[src/rtl/fwftn_reader_pkg.sv]
// Shared sizing for the N:1 fall-through reader family.
package fwftn_reader_pkg;

    localparam int unsigned LEVEL_W = 4;

    // Two full output words of headroom plus the single word that may be in flight.
    function automatic int unsigned fwft_cap(input int unsigned ratio);
        return 2 * ratio + 1;
    endfunction

endpackage

[src/rtl/fwftn_buf.sv]
// Word shift buffer: entry 0 oldest, pops remove RATIO words, pushes append one word.
module fwftn_buf
    import fwftn_reader_pkg::*;
#(
    parameter int unsigned W     = 8,
    parameter int unsigned RATIO = 2,
    parameter int unsigned CAP   = fwft_cap(RATIO)
) (
    input  logic                 clk,
    input  logic                 rst,
    input  logic                 clk_en,
    input  logic                 clear,
    input  logic                 push,
    input  logic                 pop,
    input  logic [W-1:0]         din,
    output logic [LEVEL_W-1:0]   count,
    output logic [CAP*W-1:0]     entries
);

    localparam logic [LEVEL_W-1:0] RATIO_L = LEVEL_W'(RATIO);

    logic [W-1:0]       mem     [CAP];
    logic [W-1:0]       mem_nxt [CAP];
    logic [LEVEL_W-1:0] count_q;
    logic [LEVEL_W-1:0] count_nxt;
    logic [LEVEL_W-1:0] base;

    always_comb begin
        base = pop ? count_q - RATIO_L : count_q;
        for (int unsigned i = 0; i < CAP; i++) begin
            mem_nxt[i] = mem[i];
        end
        if (pop) begin
            for (int unsigned i = 0; i < CAP - RATIO; i++) begin
                mem_nxt[i] = mem[i + RATIO];
            end
            for (int unsigned i = CAP - RATIO; i < CAP; i++) begin
                mem_nxt[i] = '0;
            end
        end
        // The write lands after the pop shift, so a simultaneous pop+push is seamless.
        if (push) begin
            for (int unsigned i = 0; i < CAP; i++) begin
                if (LEVEL_W'(i) == base) begin
                    mem_nxt[i] = din;
                end
            end
        end
        count_nxt = base + LEVEL_W'(push);
        if (clear) begin
            for (int unsigned i = 0; i < CAP; i++) begin
                mem_nxt[i] = '0;
            end
            count_nxt = '0;
        end
    end

    always_ff @(posedge clk or negedge rst) begin
        if (!rst) begin
            for (int unsigned i = 0; i < CAP; i++) begin
                mem[i] <= '0;
            end
            count_q <= '0;
        end else if (clk_en) begin
            for (int unsigned i = 0; i < CAP; i++) begin
                mem[i] <= mem_nxt[i];
            end
            count_q <= count_nxt;
        end
    end

    always_comb begin
        entries = '0;
        for (int unsigned i = 0; i < CAP; i++) begin
            entries[i*W +: W] = mem[i];
        end
    end

    assign count = count_q;

endmodule

[src/rtl/fwftn_reader.sv]
// Standard-fifo to first-word-fall-through adapter presenting RATIO words per output beat.
module fwftn_reader
    import fwftn_reader_pkg::*;
#(
    parameter int unsigned dta_width = 8,
    parameter int unsigned RATIO     = 2,
    parameter int unsigned MSW_FIRST = 1
) (
    input  logic                         clk,
    input  logic                         rst,
    input  logic                         clk_en,
    input  logic                         flush,
    output logic                         fifo_rd_en,
    input  logic                         fifo_valid,
    input  logic [dta_width-1:0]         fifo_dout,
    output logic                         valid,
    output logic [RATIO*dta_width-1:0]   dout,
    input  logic                         rd_en,
    output logic [LEVEL_W-1:0]           level,
    output logic                         overflow
);

    localparam int unsigned        CAP     = fwft_cap(RATIO);
    localparam logic [LEVEL_W-1:0] RATIO_L = LEVEL_W'(RATIO);
    localparam logic [LEVEL_W-1:0] CAP_L   = LEVEL_W'(CAP);
    localparam logic [LEVEL_W-1:0] HIGH_L  = LEVEL_W'(2 * RATIO);

    logic [LEVEL_W-1:0]       count;
    logic [LEVEL_W-1:0]       avail;
    logic [LEVEL_W-1:0]       next_count;
    logic [CAP*dta_width-1:0] entries;
    logic                     pop;
    logic                     push_req;
    logic                     push;
    logic                     drop;
    logic                     drop_pend;

    assign valid = (count >= RATIO_L);
    assign level = count;

    always_comb begin
        pop        = rd_en & valid & ~flush;
        push_req   = fifo_valid & ~flush & ~drop_pend;
        avail      = pop ? count - RATIO_L : count;
        drop       = push_req & (avail == CAP_L);
        push       = push_req & ~drop;
        next_count = avail + LEVEL_W'(push);
    end

    fwftn_buf #(
        .W     (dta_width),
        .RATIO (RATIO),
        .CAP   (CAP)
    ) u_buf (
        .clk     (clk),
        .rst     (rst),
        .clk_en  (clk_en),
        .clear   (flush),
        .push    (push),
        .pop     (pop),
        .din     (fifo_dout),
        .count   (count),
        .entries (entries)
    );

    // drop_pend swallows the one word already requested when flush was taken.
    always_ff @(posedge clk or negedge rst) begin
        if (!rst) begin
            fifo_rd_en <= 1'b0;
            drop_pend  <= 1'b0;
            overflow   <= 1'b0;
        end else if (clk_en) begin
            if (flush) begin
                fifo_rd_en <= 1'b0;
                drop_pend  <= 1'b1;
                overflow   <= 1'b0;
            end else begin
                fifo_rd_en <= (next_count < HIGH_L);
                drop_pend  <= 1'b0;
                if (drop) begin
                    overflow <= 1'b1;
                end
            end
        end
    end

    always_comb begin
        dout = '0;
        for (int unsigned i = 0; i < RATIO; i++) begin
            if (MSW_FIRST != 0) begin
                dout[(RATIO-1-i)*dta_width +: dta_width] = entries[i*dta_width +: dta_width];
            end else begin
                dout[i*dta_width +: dta_width] = entries[i*dta_width +: dta_width];
            end
        end
    end

endmodule
[config.mk]
export PLATFORM = sky130hd
export DESIGN_NAME = fwftn_reader
export DESIGN_NICKNAME = d
export VERILOG_FILES = /design/src/rtl/fwftn_reader_pkg.sv /design/src/rtl/fwftn_buf.sv /design/src/rtl/fwftn_reader.sv
export SDC_FILE = /design/constraint.sdc
export NUM_CORES = 1
export LEC_CHECK = 0
export ABC_AREA = 1
export CAP_MARGIN = 15
export CORE_ASPECT_RATIO = 1.1
export CORE_MARGIN = 2
export CORE_UTILIZATION = 40
export CTS_CLUSTER_DIAMETER = 150
export CTS_CLUSTER_SIZE = 16
export DETAILED_ROUTE_END_ITERATION = 10
export GPL_TIMING_DRIVEN = 0
export MAX_ROUTING_LAYER = met4
export PLACE_DENSITY = 0.73
export REMOVE_ABC_BUFFERS = 1
export SLEW_MARGIN = 10
export SYNTH_ARGS = -nofsm -noshare
export SYNTH_HDL_FRONTEND = slang
export SYNTH_SLANG_ARGS = --single-unit
[constraint.sdc]
create_clock -name clk -period 2.51 [get_ports clk]
set_clock_uncertainty 0.15 [all_clocks]
set_input_delay 0.6275 -clock clk [delete_from_list [all_inputs] [get_ports clk]]
set_output_delay 0.6275 -clock clk [all_outputs]
set_load 0.05 [all_outputs]
# Word level (Yosys, flattened, before mapping)
# Cells that the tools add are included.
dict set report totals {
  out_inout_bits 23
  inputBits 14
  word_cells 44
  register_bits 47
}
dict set report op_classes {
  muxes 14
  n_eq_ne 5
  magnitude_cmp 2
  n_addsub 2
  reduce_logical 3
  n_bitwise 9
}
# cell n
set op_table {}
lappend op_table {{$mux W40} 3}
lappend op_table {{$mux W8} 5}
lappend op_table {{$eq A2 B4 Y1 const A} 2}
lappend op_table {{$mux W4} 2}
lappend op_table {{$and A1 B1 Y1} 6}
lappend op_table {{$add A4 B1 Y4} 1}
lappend op_table {{$eq A1 B4 Y1 const A} 1}
lappend op_table {{$eq A3 B4 Y1 const A} 1}
lappend op_table {{$eq A4 B3 Y1 const B} 1}
lappend op_table {{$ge A4 B2 Y1 const B} 1}
lappend op_table {{$logic_not A4 Y1} 1}
lappend op_table {{$lt A4 B3 Y1 const B} 1}
lappend op_table {{$mux W1} 4}
lappend op_table {{$sub A4 B2 Y4 const B} 1}
lappend op_table {{$not A1 Y1} 3}
lappend op_table {{$reduce_and A2 Y1} 1}
lappend op_table {{$reduce_bool A2 Y1} 1}

# Logic depth before layout (Yosys ltp)
# Gate-level depths: netlist of the first run.
dict set report logic_depth {
  word_depth 11
  mapped_depth 14
  depth_no_buf 14
}

# Modules after synthesis
# A second synthesis of the first run with hierarchy kept.
dict set report hier_totals {
  cells_unflattened 420
  hier_area_um2 3120.5
}
# module n_inst area_per_inst_um2 cells_each seq_area_each_um2
set by_module_without_submodules {}
lappend by_module_without_submodules {fwftn_buf 1 2780.2 368 1101.1}
lappend by_module_without_submodules {fwftn_reader 1 340.3 52 75.1}

# Worst setup path after synthesis of the first run
# OpenSTA, ideal clock, no wires.
dict set report synth_timing {
  path_type {register -> register}
  start {reg u_buf.count_q[1] (netlist: u_buf.count[1])}
  end {reg fifo_rd_en}
  slack_ns -0.006
  required_ns 2.242
  synth_period_minus_slack_ns 2.516
  n_path_buf 0
  t_arrival_ns 2.248
  setup_time_ns 0.118
  path_stages_with_launch 14
  path_cell_list {dfrtp_1 inv_1 ha_1 nand2_1 nand2_1 nand3_1 nand2_1 nor2_4 a21oi_1 ha_1 ha_1 xor2_1 nand3_1 nand2_1}
}
dict set report synth_between {
  elab_chain_cells 11
  word_cells_on_any_way 12
  cone_classes {add/sub (2); order compare (2); eq/ne (1); mux (2); bitwise (5)}
}
# item line_no
set synth_rtl {}
lappend synth_rtl {{start, declared} fwftn_buf.sv:24} ;# logic [LEVEL_W-1:0] count_q;
lappend synth_rtl {{start signal, assigned} fwftn_buf.sv:68} ;# count_q <= count_nxt;
lappend synth_rtl {{$ge A4 B2 Y1} fwftn_reader.sv:38} ;# assign valid = (count >= RATIO_L);
lappend synth_rtl {{$and A1 B1 Y1 (2 in a row)} fwftn_reader.sv:42} ;# pop = rd_en & valid & ~flush;
lappend synth_rtl {{$mux W4 *} fwftn_reader.sv:44} ;# avail = pop ? count - RATIO_L : count;
lappend synth_rtl {{$eq A4 B3 Y1} fwftn_reader.sv:45} ;# drop = push_req & (avail == CAP_L);
lappend synth_rtl {{$and A1 B1 Y1} fwftn_reader.sv:45}
lappend synth_rtl {{$not A1 Y1} fwftn_reader.sv:46} ;# push = push_req & ~drop;
lappend synth_rtl {{$and A1 B1 Y1} fwftn_reader.sv:46}
lappend synth_rtl {{$add A4 B1 Y4 *} fwftn_reader.sv:47} ;# next_count = avail + LEVEL_W'(push);
lappend synth_rtl {{$lt A4 B3 Y1 *} fwftn_reader.sv:78} ;# fifo_rd_en <= (next_count < HIGH_L);
lappend synth_rtl {{$mux W1 *} fwftn_reader.sv:73} ;# if (flush) begin
lappend synth_rtl {{end signal, assigned} fwftn_reader.sv:78}
lappend synth_rtl {{end, declared} fwftn_reader.sv:13} ;# output logic fifo_rd_en,
# Every way passes the cells marked *; elsewhere a longest branch is shown, timed or not.
# A chain may end at the register's enable or synchronous reset.

# Worst setup path after layout of the first run
dict set report layout_timing {
  start {reg u_buf.count_q[3] (netlist: u_buf.count[3])}
  end {out level[3]}
}
# item line_no
set layout_rtl {}
lappend layout_rtl {{end, declared} fwftn_reader.sv:19} ;# output logic [LEVEL_W-1:0] level,
# No word-level cell between the ends.

==> flow_metrics.tcl, run 1 <==
set metrics [dict create \
    maxSlewViolCount 0 \
    crit_family "buffers and inverters" \
    post-place-cells 505 \
    start_util_pct 40.7 \
    holdCritPathClass "input port to async pin" \
    ant_nets 0 \
    synth_top_area_share_pct 39.3 \
    core_mm2 0.00735 \
    r2r-start "u_buf.count[1]" \
    setup_viol 0 \
    cp.arrival_ps 1620 \
    htree_num_levels 2 \
    stdcell_count 515 \
    cts_num_sinks 47 \
    overflow 0 \
    hold_violations 0 \
    status "finished clean" \
    slew_headroom_pct 66.5 \
    port_buffers 36 \
    grt_pass1_wl_um 12200 \
    intPower_mw 1.16 \
    grt_pass1_vias 2663 \
    clkPwrFrac_pct 30.0 \
    power_density_mw_per_mm2 478 \
    area_delta_synth_final_pct 19.6 \
    r2r_slack_ps 240 \
    first_pass_iters 4 \
    drt-total-wl_um 7250 \
    cts-root-buf "clkbuf_8" \
    placementRows 33 \
    period_share_pct 95.3 \
    dpl.hpwl_um 4590 \
    syn_avg_cell_area_um2 7.27 \
    clk_pin_slew_ps 90 \
    crit_required_ps 1730 \
    ys_types 29 \
    antenna_found_initial 0 \
    post_drt_wl_per_cell_um 14.1 \
    cts_tree "done" \
    drc 0 \
    leakagePower_nw 1.90 \
    worstPathBufferInverterCount 1 \
    cts_buffer_depth 2 \
    pwr-share-seq_pct 47.1 \
    netlist_instances 412 \
    criticalPathCategory "flip-flop to output pin" \
    start_kind "flip-flop" \
    combPwrFrac_pct 22.9 \
    grt_max_degree 44 \
    critical_path.cell_chain "clkdlybuf4s50_1" \
    cts_buffers 5 \
    drt-initial-drc-count 185 \
    yosys_warnings 0 \
    crit_path_max_fanout 5 \
    sw_frac_of_total_pct 32.1 \
    ir_drop_uv 236 \
    fin_crit_ps 2390 \
    rsz0062_at_grt "false" \
    max_stage_delay_ps 850 \
    tightest_slew_ps 501 \
    die_h_um 94.7 \
    insertion_delay_ps 300 \
    diodes 0 \
    yosys.area.top_type "dfrtp_1" \
    synth_seq_cells 47 \
    cap_violations 0 \
    vias 2733 \
    yosys-top-cells-area "dfrtp_1, nand2_1, inv_1" \
    nNetsFinal 444 \
    crit_slowest_cell "clkdlybuf4s50_1" \
    gp_congestion 0.815 \
    syn-cell-area_mm2 0.00299 \
    drive_gt1_share_pct 11.2 \
    ys_seq_area_share_pct 39.3 \
    r2r_end "fifo_rd_en" \
    ios 37 \
    p_switching_uw 548 \
    track_usage_pct 19.4 \
    viasPerCell 5.31 \
    die_w_um 86.5 \
    cts_hold_buffers 0 \
    whs_ps 75.2 \
    fp.dieArea_mm2 0.00819 \
    cp-end-kind "output pin" \
    reg2reg_depth 14 \
    fmax_ghz 0.418 \
]
## per-layer routing
layer | part of all wire, % | vias up | GRT usage, %
met2 | 50 | 46 | 31.2
met4 | 1.5 | 0 | 7.16
met1 | 46 | 1334 | 24.2
met3 | 3.3 | 8 | 3.67
met5 | 0 | - | -
li1 | - | 1345 | -
## cells in the final DEF, fill, tap and decap left out, types with 2 or more instances in the layout
cell / count
nand2_2: 5
clkdlybuf4s50_1: 32
mux2i_1: 11
dlygate4sd2_1: 2
clkbuf_8: 7
nor2_1: 2
nand3_4: 5
nor3_1: 2
o211ai_1: 16
buf_16: 2
inv_1: 36
clkinvlp_4: 2
inv_2: 4
dfrtp_1: 47
nand3_1: 26
buf_12: 2
nand4_1: 17
o21ai_0: 19
nor2_4: 5
nand2_4: 4
nand2_1: 163
## layout make-up
cell class | count | area, µm²
Tap cell | 87 | 109
Clock buffer | 8 | 100
Inverter | 43 | 174
Sequential cell | 47 | 1180
Multi-Input combinational cell | 289 | 1560
Fill cell | 706 | 3770
Timing Repair Buffer | 41 | 458
## cell usage after synthesis, drive strengths merged
cell type    n
nand2      172
dfrtp       47
inv         41
nand3       32
buf         25
o21ai       21
nand4       17
o211ai      16
mux2i       11
clkbuf       8
nor2         8
ha           3
nor3         3
clkinv       2
o22ai        2
xor2         2
a21oi        1
o21a         1
## power by group through the flow
stage	clock, mW	combinational, mW	sequential [mW]
5_1_grt	0.558	0.427	0.811
3_3_place_gp	0	0.352	0.820
6_report	0.513	0.391	0.806
3_5_place_dp	0	0.371	0.821
2_1_floorplan	0	0.143	0.900
4_1_cts	0.534	0.376	0.806
## flip-flops by register name, indices dropped and copies added (netlist names)
| name | cells |
|---|---|
| u_buf.entries | 40 |
| drop_pend | 1 |
| u_buf.count | 4 |
| fifo_rd_en | 1 |
| overflow | 1 |
## through the flow
step	setup slack [ps]	utilization (%)	cell area, µm²	TNS [ps]	power [mW]
2_1_floorplan	-874	-	2790	-36750	1.04
3_3_place_gp	-3120	44.3	3260	-172800	1.17
3_5_place_dp	-646	45.5	3340	-23880	1.19
4_1_cts	24.6	47.2	3470	0	1.72
5_1_grt	32.6	48.7	3580	0	1.80
6_report	117	48.7	3580	0	1.71
## how the worst max path moves through the flow
| stage | startpoint | to | slack (ps) | cells past startpoint |
|---|---|---|---|---|
| after floorplan | clk_en | u_buf.count[2] | -870 | 4 |
| after global placement | clk_en | u_buf.count[2] | -3120 | 5 |
| after detailed placement | clk_en | u_buf.count[2] | -650 | 6 |
| after CTS | rd_en | fifo_rd_en | 20 | 12 |
| after global routing | flush | fifo_rd_en | 30 | 12 |
| final | u_buf.count[3] | level[3] | 120 | 1 |
## repair_timing
item                                   in CTS  in global routing
setup endpoints to repair                  46                 25
setup buffers                               1                  1
gates cloned                                0                  0
endpoints found under the hold margin       0                  0
pin swaps                                   1                  8
resized for setup                           5                 21
## kinds of logic after synthesis
logic type / synth area share [%]
simple gates: 34.6
xor+xnor: 0.585
mux: 3.68
buf+inv: 12.2
flops: 39.3
fa+ha+maj: 1.25
compound gates: 8.36
(Power assumes the default switching activity.)
==> inputs of run 2 (changes only) <==
CORE_MARGIN = 1.5   (was 2)
CORE_UTILIZATION = 45   (was 40)
PLACE_DENSITY = 0.79   (was 0.73)
==> run 2 against run 1 <==
Compared with the run above: setup slack gained 22 ps; routed wire length shrank 4.5%; design area shrank 3.3%; die area shrank 13%; cell count shrank 1.2%; sequential share of layout area grew 1.1 points; sequential cell count is the same; maximum frequency grew 0.94%; hold slack gained 90 ps; sequential power is essentially flat; largest power group unchanged.
==> flow_metrics.tcl, run 2 (synthesis gave the netlist of run 1 again) <==
set metrics [dict create \
    hold_violations 0 \
    tightest_slew_ps 578 \
    diodes 0 \
    criticalPathCategory "flip-flop to output pin" \
    grt_pass1_vias 2532 \
    max_stage_delay_ps 840 \
    cts_tree "done" \
    die_w_um 80.8 \
    worstPathBufferInverterCount 1 \
    htree_num_levels 2 \
    ir_drop_uv 281 \
    whs_ps 165 \
    rsz0062_at_grt "false" \
    final_cell_mix "nand2_1, dfrtp_1, inv_1" \
    antenna_found_initial 0 \
    overflow 0 \
    die_h_um 88.6 \
    nNetsFinal 443 \
    first_pass_iters 4 \
    vias 2676 \
    largest_reg_flops 40 \
    cts_num_sinks 47 \
    r2r_slack_ps 240 \
    leakagePower_nw 1.88 \
    gp_congestion 0.889 \
    cts_buffer_depth 2 \
    clk_pin_slew_ps 90 \
    crit_path_max_fanout 5 \
    cp-end-kind "output pin" \
    power_density_mw_per_mm2 470 \
    viasPerCell 5.26 \
    fp.dieArea_mm2 0.00715 \
    setup_viol 0 \
    fmax_ghz 0.422 \
    port_buffers 36 \
    start_util_pct 45.9 \
    slew_headroom_pct 61.4 \
    final_common_cell "nand2_1" \
    critical_path.cell_chain "clkdlybuf4s50_1" \
    placementRows 31 \
    r2r_end "fifo_rd_en" \
    post-place-cells 500 \
    reg2reg_depth 14 \
    drive_gt1_share_pct 10.1 \
    crit_slowest_cell "clkdlybuf4s50_1" \
    fin_crit_ps 2370 \
    dpl.hpwl_um 4370 \
    grt_pass1_wl_um 11600 \
    drc 0 \
    ios 37 \
    cts-root-buf "clkbuf_8" \
    drt-initial-drc-count 307 \
    fin_tns_setup_ps 0 \
    post_drt_wl_per_cell_um 13.6 \
    holdCritPathClass "input port to async pin" \
    final_cell_area_mm2 0.00346 \
    crit_family "buffers and inverters" \
    insertion_delay_ps 300 \
    status "finished clean" \
    cts_hold_buffers 0 \
    stdcell_count 509 \
    cp.arrival_ps 1590 \
    grt_max_degree 44 \
    cts_buffers 5 \
    drt-total-wl_um 6920 \
    area_delta_synth_final_pct 15.7 \
    maxSlewViolCount 0 \
    cap_violations 0 \
    period_share_pct 94.4 \
    start_kind "flip-flop" \
    placed_area_mm2 0.00332 \
    crit_required_ps 1730 \
    r2r-start "u_buf.count[1]" \
    core_mm2 0.00652 \
    ant_nets 0 \
    track_usage_pct 21.2 \
]
[run 2: cell types whose count changed in the layout (fill, tap and decap cells not counted), sizes merged]
cell,delta
buf,-1
clkinv,+1
inv,+1
clkbuf,-1
clkinvlp,-1
[run 2: worst max-delay path by stage]
| stage | startpoint | endpoint | cells after the start |
|---|---|---|---|
| after CTS | rd_en | fifo_rd_en | 11 |
| after global placement | clk_en | u_buf.count[2] | 5 |
| after floorplan | clk_en | u_buf.count[2] | 4 |
| final | u_buf.count[3] | level[3] | 1 |
| after detailed placement | clk_en | u_buf.entries[7] | 6 |
| after global routing | clk_en | u_buf.entries[15] | 6 |
[run 2: layout make-up]
type,count,area [µm²]
clock buffer,7,76.3
clock inverter,1,5.00
fill,615,3050
inverter,43,170
multi-input combinational,289,1510
sequential,47,1180
tap,82,103
timing repair buffer,40,423
[run 2: metrics by stage]
step	power (mW)	utilization [%]	setup WS, ps
floorplan	1.04	-	-874
global placement	1.17	49.9	-3060
detailed placement	1.19	50.9	-482
CTS	1.63	52.7	9.58
global route	1.70	53.1	23.1
finish	1.63	53.1	139
[run 2: power breakdown]
part / internal, mW / switching (mW) / total, mW / leakage [nW]
clock network: 0.196 / 0.253 / 0.450 / 0.0422
logic: 0.118 / 0.254 / 0.372 / 1.18
registers: 0.784 / 0.0220 / 0.806 / 0.649
total: 1.10 / 0.530 / 1.63 / 1.88
[run 2: repair_timing]
action	in CTS	in global routing
endpoints found under the setup margin	40	33
cloned	0	0
resized for setup	9	8
buffers inserted	1	0
pin swaps	1	4
[run 2: metal layers]
| layer | track usage, % | routed length [µm] | vias to the layer above |
|---|---|---|---|
| li1 | - | - | 1349 |
| met1 | 26.0 | 2990 | 1248 |
| met2 | 36.5 | 3520 | 72 |
| met3 | 3.20 | 359 | 7 |
| met4 | 5.64 | 63 | 0 |
| met5 | - | 0 | - |
==> inputs of run 3 (changes only) <==
clock period = 2.9 ns   (was 2.51 ns; I/O delays follow)
==> run 3 against run 2 <==
Compared with the run above: routed wire length shrank 0.82%; utilization shrank 0.83 points; setup slack improved by 17 ps; first-iteration DRC count shrank 1.3%; via count is 0.22% lower; critical path depth rose by 10; critical endpoint is now fifo_rd_en; highest routed layer unchanged.
==> flow_metrics.tcl, run 3 (synthesis gave the netlist of run 1 again) <==
set metrics [dict create \
    nNetsFinal 442 \
    slew_headroom_pct 61.1 \
    final_common_cell "nand2_1" \
    power_density_mw_per_mm2 412 \
    drive_gt1_share_pct 7.51 \
    cp-end-kind "flip-flop" \
    vias 2670 \
    crit_path_max_fanout 3 \
    power_mw 1.40 \
    cts_num_sinks 47 \
    drt-total-wl_um 6870 \
    largest_reg_flops 40 \
    placementRows 31 \
    final_cell_area_mm2 0.00341 \
    grt_pass1_vias 2501 \
    fmax_ghz 0.365 \
    holdCritPathClass "input port to async pin" \
    antenna_found_initial 0 \
    start_kind "input port" \
    post-place-cells 500 \
    fp.dieArea_mm2 0.00715 \
    overflow 0 \
    cts-root-buf "clkbuf_8" \
    tightest_slew_ps 583 \
    post_drt_wl_per_cell_um 13.5 \
    cts_buffer_depth 2 \
    grt_pass1_wl_um 11500 \
    grt_max_degree 44 \
    die_h_um 88.6 \
    insertion_delay_ps 300 \
    ant_nets 0 \
    start_util_pct 45.9 \
    period_share_pct 94.6 \
    fin_util_pct 52.3 \
    hold_violations 0 \
    dpl.hpwl_um 4370 \
    diodes 0 \
    drt-initial-drc-count 303 \
    clk_pin_slew_ps 90 \
    worstPathBufferInverterCount 2 \
    placed_area_mm2 0.00332 \
    die_w_um 80.8 \
    cts_tree "done" \
    cp.arrival_ps 2840 \
    critical_path.cell_chain "clkdlybuf4s50_1 -> inv_1 -> o21ai_1 -> nand2_1 -> nor2_4 -> a21oi_1 -> ha_1 -> ha_1 -> xor2_1 -> nand3_1 -> nand2_1" \
    crit_slowest_cell "clkdlybuf4s50_1" \
    max_stage_delay_ps 500 \
    htree_num_levels 2 \
    fin_crit_ps 2740 \
    setup_viol 0 \
    gp_congestion 0.889 \
    cts_buffers 5 \
    port_buffers 36 \
    stdcell_count 508 \
    track_usage_pct 21.0 \
    first_pass_iters 4 \
    post-cts-setup-buffers 0 \
    rsz0062_at_grt "false" \
    status "finished clean" \
    ir_drop_uv 244 \
    final_cell_mix "nand2_1, dfrtp_1, inv_1" \
    viasPerCell 5.26 \
    crit_required_ps 2990 \
    criticalPathCategory "input port to flip-flop" \
    maxSlewViolCount 0 \
    filler_cell_count 626 \
    ios 37 \
    area_delta_synth_final_pct 13.9 \
    leakagePower_nw 1.87 \
    whs_ps 263 \
    core_mm2 0.00652 \
    cap_violations 0 \
    drc 0 \
    crit_family "buffers and inverters" \
]
run 3: cell count changes in the layout (fill, tap and decap cells not counted), sizes merged:
| cell | change |
|---|---|
| inv | +1 |
| clkdlybuf4s50 | +2 |
| dlygate4sd2 | -2 |
| buf | -1 |
| clkinvlp | -1 |
run 3: final timing paths:
path / startpoint / to / slack (ps) / depth (start not counted)
max: rd_en / fifo_rd_en / 160 / 11
min: rst / u_buf.entries[15] / 260 / 1
max reg2reg: u_buf.count[1] / fifo_rd_en / 520 / 14
min reg2reg: u_buf.entries[38] / u_buf.entries[38] / 340 / 2
max in group asynchronous: rst / u_buf.entries[19] / 1800 / 2
min in group clk: u_buf.entries[38] / u_buf.entries[38] / 340 / 2
run 3: metrics by stage:
| step | TNS, ps | setup WS [ps] |
|---|---|---|
| 2_1_floorplan | -23580 | -581 |
| 3_3_place_gp | -141260 | -2770 |
| 3_5_place_dp | -5870 | -190 |
| 4_1_cts | 0 | 124 |
| 5_1_grt | 0 | 56.2 |
| 6_report | 0 | 157 |
run 3: routing by layer:
layer | routed length [µm] | global-route usage (%) | up-vias | share of wire [%]
li1 | - | - | 1340 | -
met1 | 3030 | 25.8 | 1263 | 44
met2 | 3460 | 36.1 | 58 | 50
met3 | 302 | 3.20 | 9 | 4.4
met4 | 76 | 5.33 | 0 | 1.1
met5 | 0 | - | - | 0
run 3: what timing repair did:
action | in CTS | in global routing
hold buffers | 0 | 0
resized for setup | 0 | 3
setup endpoints to repair | 0 | 5
run 3: where the power goes:
| part | leakage, nW | internal [mW] | switching, mW |
|---|---|---|---|
| combinational | 1.18 | 0.101 | 0.216 |
| clock | 0.0422 | 0.170 | 0.221 |
| sequential | 0.649 | 0.679 | 0.0187 |
| total | 1.87 | 0.949 | 0.456 |
run 3: layout make-up:
cell class	count	area [µm²]	share of cell area [%]
clock buffer	7	76.3	2.24
clock inverter	1	5.00	0.147
inverter	43	164	4.81
multi-input combinational	289	1470	43.0
sequential	47	1180	34.5
tap	82	103	3.01
timing repair buffer	39	418	12.3
